===== config.mk =====
export PLATFORM = sky130hd
export DESIGN_NAME = game_tick_scheduler_flat
export DESIGN_NICKNAME = d
export VERILOG_FILES = /design/src/rtl/game_tick_scheduler_if.sv /design/src/rtl/game_tick_scheduler.sv /design/src/flat_wrapper.sv
export SDC_FILE = /design/constraint.sdc
export NUM_CORES = 1
export LEC_CHECK = 0
export ABC_CLOCK_PERIOD_IN_PS = 5700
export CORE_MARGIN = 8
export CORE_UTILIZATION = 57
export DETAILED_ROUTE_END_ITERATION = 16
export PLACE_DENSITY = 0.76
export SLEW_MARGIN = 20
export SYNTH_ARGS = -nofsm -noshare
export SYNTH_HDL_FRONTEND = slang
export SYNTH_SLANG_ARGS = --single-unit
export TNS_END_PERCENT = 5

===== constraint.sdc =====
create_clock -name clk -period 5.7 [get_ports clk]
set_input_delay 0.855 -clock clk [delete_from_list [all_inputs] [get_ports clk]]
set_output_delay 0.855 -clock clk [all_outputs]
set_load 0.03 [all_outputs]

===== src/rtl/game_tick_scheduler_if.sv =====
// Control/status bundle between the game front end and the tick scheduler.
// master drives the player/switch inputs; slave is the scheduler.
interface game_tick_scheduler_if;
    logic       start;
    logic       pause;
    logic       auto_mode;
    logic [6:0] speed_sw;
    logic       hit;
    logic       miss;
    logic       tick;
    logic [2:0] level;
    logic [3:0] misses;
    logic [1:0] state;
    logic [4:0] exp_out;

    modport master (
        output start, pause, auto_mode, speed_sw, hit, miss,
        input  tick, level, misses, state, exp_out
    );

    modport slave (
        input  start, pause, auto_mode, speed_sw, hit, miss,
        output tick, level, misses, state, exp_out
    );
endinterface


===== src/rtl/game_tick_scheduler.sv =====
// Game-tick generator: programmable power-of-two period, manual/auto speed,
// and run/pause/game-over sequencing for the arrow-scroll datapath.
module game_tick_scheduler #(
    parameter int CNT_W          = 26,
    parameter int EXP_MIN        = 19,
    parameter int EXP_DEFAULT    = 22,
    parameter int HITS_PER_LEVEL = 8,
    parameter int MAX_LEVEL      = 6,
    parameter int MAX_MISSES     = 10
) (
    input logic                  clk,
    input logic                  reset,
    game_tick_scheduler_if.slave bus
);
    localparam int HC_W = (HITS_PER_LEVEL > 1) ? $clog2(HITS_PER_LEVEL) : 1;

    typedef enum logic [1:0] {
        IDLE   = 2'b00,
        RUN    = 2'b01,
        PAUSED = 2'b10,
        OVER   = 2'b11
    } state_t;

    state_t            state_q, state_d;
    logic [CNT_W-1:0]  cnt_q, cnt_d, last_c;
    logic [HC_W-1:0]   hits_q, hits_d;
    logic [2:0]        level_q, level_d;
    logic [3:0]        misses_q, misses_d;
    logic              tick_q, tick_d;
    logic [4:0]        exp_c, exp_q;
    logic              game_over_c;

    // Exponent follows the inputs this cycle, so a speed change takes effect
    // on the very next compare rather than one cycle later.
    always_comb begin
        exp_c = 5'(EXP_DEFAULT);
        if (bus.auto_mode) begin
            exp_c = 5'(EXP_MIN + 6) - {2'b00, level_q};
        end else begin
            for (int i = 0; i < 7; i++)
                if (bus.speed_sw[i]) exp_c = 5'(EXP_MIN + 6 - i);
        end
        last_c = (CNT_W'(1) << exp_c) - CNT_W'(1);
    end

    always_comb begin
        state_d     = state_q;
        cnt_d       = cnt_q;
        hits_d      = hits_q;
        level_d     = level_q;
        misses_d    = misses_q;
        tick_d      = 1'b0;
        game_over_c = 1'b0;
        case (state_q)
            IDLE, OVER: begin
                if (bus.start) begin
                    state_d  = RUN;
                    cnt_d    = '0;
                    hits_d   = '0;
                    level_d  = '0;
                    misses_d = '0;
                end
            end
            RUN: begin
                if (bus.hit) begin
                    if (hits_q == HC_W'(HITS_PER_LEVEL - 1)) begin
                        hits_d = '0;
                        if (bus.auto_mode && level_q < 3'(MAX_LEVEL))
                            level_d = level_q + 3'd1;
                    end else begin
                        hits_d = hits_q + HC_W'(1);
                    end
                end
                if (bus.miss) begin
                    misses_d    = misses_q + 4'd1;
                    game_over_c = (misses_q == 4'(MAX_MISSES - 1));
                end
                // Game over wins over both pause and a tick due this edge.
                if (game_over_c) begin
                    state_d = OVER;
                end else if (bus.pause) begin
                    state_d = PAUSED;
                end else if (cnt_q >= last_c) begin
                    cnt_d  = '0;
                    tick_d = 1'b1;
                end else begin
                    cnt_d = cnt_q + CNT_W'(1);
                end
            end
            PAUSED: begin
                if (!bus.pause) state_d = RUN;
            end
            default: state_d = IDLE;
        endcase
    end

    always_ff @(posedge clk or negedge reset) begin
        if (!reset) begin
            state_q  <= IDLE;
            cnt_q    <= '0;
            hits_q   <= '0;
            level_q  <= '0;
            misses_q <= '0;
            tick_q   <= 1'b0;
            exp_q    <= 5'(EXP_DEFAULT);
        end else begin
            state_q  <= state_d;
            cnt_q    <= cnt_d;
            hits_q   <= hits_d;
            level_q  <= level_d;
            misses_q <= misses_d;
            tick_q   <= tick_d;
            exp_q    <= exp_c;
        end
    end

    assign bus.tick    = tick_q;
    assign bus.level   = level_q;
    assign bus.misses  = misses_q;
    assign bus.state   = state_q;
    assign bus.exp_out = exp_q;
endmodule


===== src/flat_wrapper.sv =====
// flat-port wrapper written by rule: the top's interface ports become plain ports
module game_tick_scheduler_flat 
#(
    parameter int CNT_W          = 26,
    parameter int EXP_MIN        = 19,
    parameter int EXP_DEFAULT    = 22,
    parameter int HITS_PER_LEVEL = 8,
    parameter int MAX_LEVEL      = 6,
    parameter int MAX_MISSES     = 10
)
  (clk, reset, bus_start, bus_pause, bus_auto_mode, bus_speed_sw, bus_hit, bus_miss, bus_tick, bus_level, bus_misses, bus_state, bus_exp_out);
  game_tick_scheduler_if bus_i ();
  input logic clk;
  input logic reset;
  input wire logic [$bits(bus_i.start)-1:0] bus_start;
  input wire logic [$bits(bus_i.pause)-1:0] bus_pause;
  input wire logic [$bits(bus_i.auto_mode)-1:0] bus_auto_mode;
  input wire logic [$bits(bus_i.speed_sw)-1:0] bus_speed_sw;
  input wire logic [$bits(bus_i.hit)-1:0] bus_hit;
  input wire logic [$bits(bus_i.miss)-1:0] bus_miss;
  output wire logic [$bits(bus_i.tick)-1:0] bus_tick;
  output wire logic [$bits(bus_i.level)-1:0] bus_level;
  output wire logic [$bits(bus_i.misses)-1:0] bus_misses;
  output wire logic [$bits(bus_i.state)-1:0] bus_state;
  output wire logic [$bits(bus_i.exp_out)-1:0] bus_exp_out;
  assign bus_i.start = bus_start;
  assign bus_i.pause = bus_pause;
  assign bus_i.auto_mode = bus_auto_mode;
  assign bus_i.speed_sw = bus_speed_sw;
  assign bus_i.hit = bus_hit;
  assign bus_i.miss = bus_miss;
  assign bus_tick = bus_i.tick;
  assign bus_level = bus_i.level;
  assign bus_misses = bus_i.misses;
  assign bus_state = bus_i.state;
  assign bus_exp_out = bus_i.exp_out;
  game_tick_scheduler #(.CNT_W(CNT_W), .EXP_MIN(EXP_MIN), .EXP_DEFAULT(EXP_DEFAULT), .HITS_PER_LEVEL(HITS_PER_LEVEL), .MAX_LEVEL(MAX_LEVEL), .MAX_MISSES(MAX_MISSES)) u_core (.clk(clk), .reset(reset), .bus(bus_i));
endmodule

# == Word-level counts from Yosys, hierarchy flattened ==
# Cells that the tools add are included.
# word_totals
mem_bits_rw,0
latchBits,0
reg_bits,44
word_cells,74
output_inout_bits,15
in_bits,14
mem_count,0
rom_bits,0
# op_classes
addsub,6
eq_ne,14
n_mux,35
n_reduce_logical,9
shift,1
div_mod_pow,0
bitwise_logic,0
mul,0
n_lt_le_gt_ge,2
# op_table
cell,count
26-bit two-way mux,4
26-bit case mux with 2 select lines,1
4-bit two-way mux,9
"26-bit by 1-bit adder with 26-bit output, second input constant",1
26-bit greater-or-equal comparator,1
"1-bit by 5-bit left shift with 26-bit output, first input constant",1
"26-bit by 2-bit subtractor with 26-bit output, second input constant",1
3-bit two-way mux,6
"2-bit inequality test, second input constant",6
3-bit case mux with 2 select lines,2
3-bit AND reduction,3
2-bit two-way mux,4
4-bit case mux with 2 select lines,1
"3-bit by 1-bit adder with 3-bit output, second input constant",2
1-bit two-way mux,6
2-bit case mux with 3 select lines,1
5-bit two-way mux,1
5-bit AND reduction,1
"4-bit by 4-bit subtractor with 5-bit output, first input constant",1
"4-bit by 1-bit adder with 4-bit output, second input constant",1
"2-bit equality test, second input constant",2
"4-bit equality test, second input constant",1
"2-bit by 1-bit inequality test with 1-bit output, second input constant",2
4-bit AND reduction,1
other kinds (8),8

# == Depth between registers and ports, before layout ==
# logic_depth
word_depth,15
depth_mapped,19
ltp_nobuf,17

# == Worst setup path after synthesis ==
# No wires, ideal clock.
# synth_timing
kind,input to register
from,input port bus_auto_mode
to,register u_core.cnt_q[14]
path_stages,17
path_buffers,3
arrival_time_ns,4.351
setup_slack_ns,1.281
required_ns,5.631
setup_ns,0.069
cell_sequence,buf_2 -> nor3_1 -> a221oi_4 -> nand2_1 -> or2_2 -> ha_1 -> clkbuf_1 -> or4_1 -> and3_1 -> ha_1 -> nand2_1 -> o21ai_0 -> a221oi_1 -> nand3_1 -> clkbuf_1 -> or3_1 -> nand3_1
# synth_between
elab_chain_cells,8
# synth_rtl
element,line,source
"start, declared",flat_wrapper.sv:17,input wire logic [$bits(bus_i.auto_mode)-1:0] bus_auto_mode;
5-bit two-way mux,game_tick_scheduler.sv:37,if (bus.auto_mode) begin
1-bit by 5-bit left shift with 26-bit output,game_tick_scheduler.sv:43,last_c = (CNT_W'(1) << exp_c) - CNT_W'(1);
26-bit by 2-bit subtractor with 26-bit output,game_tick_scheduler.sv:43,
26-bit greater-or-equal comparator,game_tick_scheduler.sv:83,end else if (cnt_q >= last_c) begin
26-bit two-way mux,game_tick_scheduler.sv:83,
26-bit two-way mux,game_tick_scheduler.sv:81,end else if (bus.pause) begin
26-bit two-way mux,game_tick_scheduler.sv:79,if (game_over_c) begin
26-bit case mux with 2 select lines,game_tick_scheduler.sv:54,case (state_q)
"end signal, assigned",game_tick_scheduler.sv:108,cnt_q <= cnt_d;
"end, declared",game_tick_scheduler.sv:25,"logic [CNT_W-1:0] cnt_q, cnt_d, last_c;"
# Every way passes these cells. The select of a mux whose other input is x is not followed.
# A chain may end at the register's enable or synchronous reset.

# == Worst setup path in the final report ==
# layout_timing
from,input port bus_auto_mode
to,register u_core.cnt_q[11]
# The elaborated chain is that of the path after synthesis.

==> flow_summary.ini <==
[critical_path]
cp_max_fo = 13
critPathMaxStageDelay_ps = 680
path_cells = clkdlybuf4s50_1 -> nor3_1 -> a221oi_4 -> nand2_1 -> or2_2 -> ha_1 -> or4_1 -> and3_1 -> ha_1 -> nand2_1 -> nor3_1 -> nand4_1 -> and3_1 -> nor2_1 -> nor2_1
start_kind = primary input
end_kind = flop
path_class = primary input to flop
cp_num_buf_inv = 1
cpMaxStageDelayCell = clkdlybuf4s50_1
critical_path_required_ps = 5840
worst_ep_arrival_time_ps = 5280
cp_top_family = simple AND/OR/NAND/NOR gates

[layout]
seq_area_um2 = 1080
syn2layout_area_growth_pct = 15.7
nFillCells = 390
n_antenna_cell = 0
drive_gt1_frac = 0.0756
layout.nets = 379
multiInputGateArea_um2 = 1610

[timing]
rsz0062_at_grt = no
min_period_over_period = 0.901
setup_ws_ps = 564
worst-slew-pin-transition_ps = 874
setup-tns-final_ps = 0
hold_violations = 0
fin_skew_ps = 8.15
period_needed_ps = 5140
fmax_ghz = 0.195
max_slew_margin = 0.415
maxSlewViolCount = 0
setup_violations = 0

[grt]
grt_antenna_before_repair = 0
overflow = 0
grt_pass1_vias = 2293
grt_max_degree = 44
grt_pass1_wl_um = 10600
track_usage = 0.176

[synth]
synth-seq-cells = 43
syn_inst = 317
async_flop_share = 1.00
synth_nets = 352
synth_top_area_share = 0.367
synth_flop_cell = dfrtp_1
synth.distinct_cells = 59
yosysTopAreaCell = dfrtp_1
avgSynthCellArea_um2 = 8.83
synth_area_um2 = 2800
yosys_warnings = 0
synth_area_leaders = dfrtp_1 (37%), ha_1 (9.4%), nand2_1 (5.2%)
synth_edf_count = 0
ys_seq_area_frac = 0.385

[power]
p_total_uw = 1320
vdd_drop_max_mv = 0.186
p_leak_uw = 0.00144
power.density_nw_per_um2 = 406

[clock_tree]
h-tree-depth = 2
clkTransAtPathRegs_ps = 70
clockRootBuffer = clkbuf_8
clk_path_buf_depth = 2
cts_setup_buffers = 0
clk_latency_ps = 300
clkSinkCount = 43
cts_hold_buf = 0
cts_resized = 0
cts_tree = built
cts-buffers-inserted = 5

[min_path]
hold_path.class = primary input to async pin

[drt]
drt-pass1-iter-count = 5
vias = 2374
post_drt_wl_per_cell_um = 14.7
wl_um = 6040
detail_route.drc_violations = 0
final_antenna_net_count = 0
vias_per_cell = 5.78
first_iter_violations = 89

[floorplanning]
dieWidth_um = 86.1
core_um2 = 4720
fp-row-count = 25
die_area_um2 = 7410
fp.dieH_um = 86.1
initial_utilization = 0.593
io_pins = 29

[job]
drv_cap = 0

[place]
gp_congestion = 0.880
post-dp-hpwl_um = 4400
port_buffers = 27
pre_cts_slack_ps = 340

[run_status]
status = finished clean
logic make-up after synthesis:
| family | Yosys count | synth area share |
|---|---|---|
| AO/OA/AOI/OAI | 62 | 0.152 |
| AND/OR/NAND/NOR | 149 | 0.279 |
| other | 1 | 0.00134 |
| adder cells (fa/ha/maj) | 21 | 0.0939 |
| buffers and inverters | 26 | 0.0380 |
| flip-flops | 43 | 0.385 |
| multiplexers | 3 | 0.0125 |
| XOR/XNOR | 12 | 0.0376 |
cells in the mapped netlist, drive strengths merged (4+ instances only):
master / number
ha: 21
nand2: 39
clkbuf: 4
nor2b: 6
a21oi: 17
o21ai: 20
nand3: 24
nor3: 9
or3: 8
dfrtp: 41
nor4: 5
xnor2: 6
nor2: 24
buf: 6
xor2: 6
inv: 16
nand4: 13
a21o: 4
report_power, final:
part           internal [uW]  total (uW)  switching (uW)
sequential               371         442            70.9
combinational            245         646             401
clock                    128         228            99.5
total                    744        1320             571
layer usage:
metal,routed length (um),GRT usage,up-vias
met2,2940,0.300,45
met5,0,0,-
li1,-,-,1189
met1,2730,0.214,1132
met4,90,0.0573,0
met3,284,0.0392,8
placed cells by master (no fill, tap or decap), types with 8 or more instances in the layout:
master,instances
nand4_1,12
nand2_1,39
dfrtp_1,41
nand3_1,24
nor2_1,24
a21oi_1,17
ha_1,21
o21ai_0,19
or3_1,8
clkdlybuf4s50_1,26
inv_1,15
worst paths after layout:
check | startpoint | endpoint | slack (ps) | cells after the start
max | bus_auto_mode | u_core.cnt_q[11] | 560 | 15
min reg2reg | u_core.hits_q[1] | u_core.hits_q[1] | 520 | 2
min in group clk | u_core.hits_q[1] | u_core.hits_q[1] | 520 | 2
max reg2reg | u_core.bus.level[1] | u_core.cnt_q[11] | 1200 | 16
min | reset | u_core.cnt_q[24] | 440 | 1
max in group asynchronous | reset | u_core.bus.exp_out[1] | 4740 | 2
registers in the layout, summed over array words and instances, names as in the netlist:
register / flops
u_core.bus.misses: 4
u_core.bus.state: 2
u_core.bus.exp_out: 4
u_core.bus.level: 3
u_core.hits_q: 3
u_core.cnt_q: 26
u_core.bus.tick: 1
through the flow:
step	utilization	instance area [um^2]	hold WS [ps]	instances
floorplan	-	2800	468	317
global placement	0.660	3120	491	403
detailed placement	0.660	3120	502	403
CTS	0.682	3220	521	410
global route	0.686	3240	450	411
finish	0.686	3240	443	411
final cells by class:
| type | instances | area share |
|---|---|---|
| clock buffers | 6 | 0.0224 |
| clock inverters | 1 | 0.00927 |
| inverters | 16 | 0.0185 |
| multi-input cells | 248 | 0.498 |
| flip-flops and latches | 43 | 0.333 |
| well taps | 67 | 0.0259 |
| repair buffers | 30 | 0.0927 |
(Power assumes the default switching activity.)
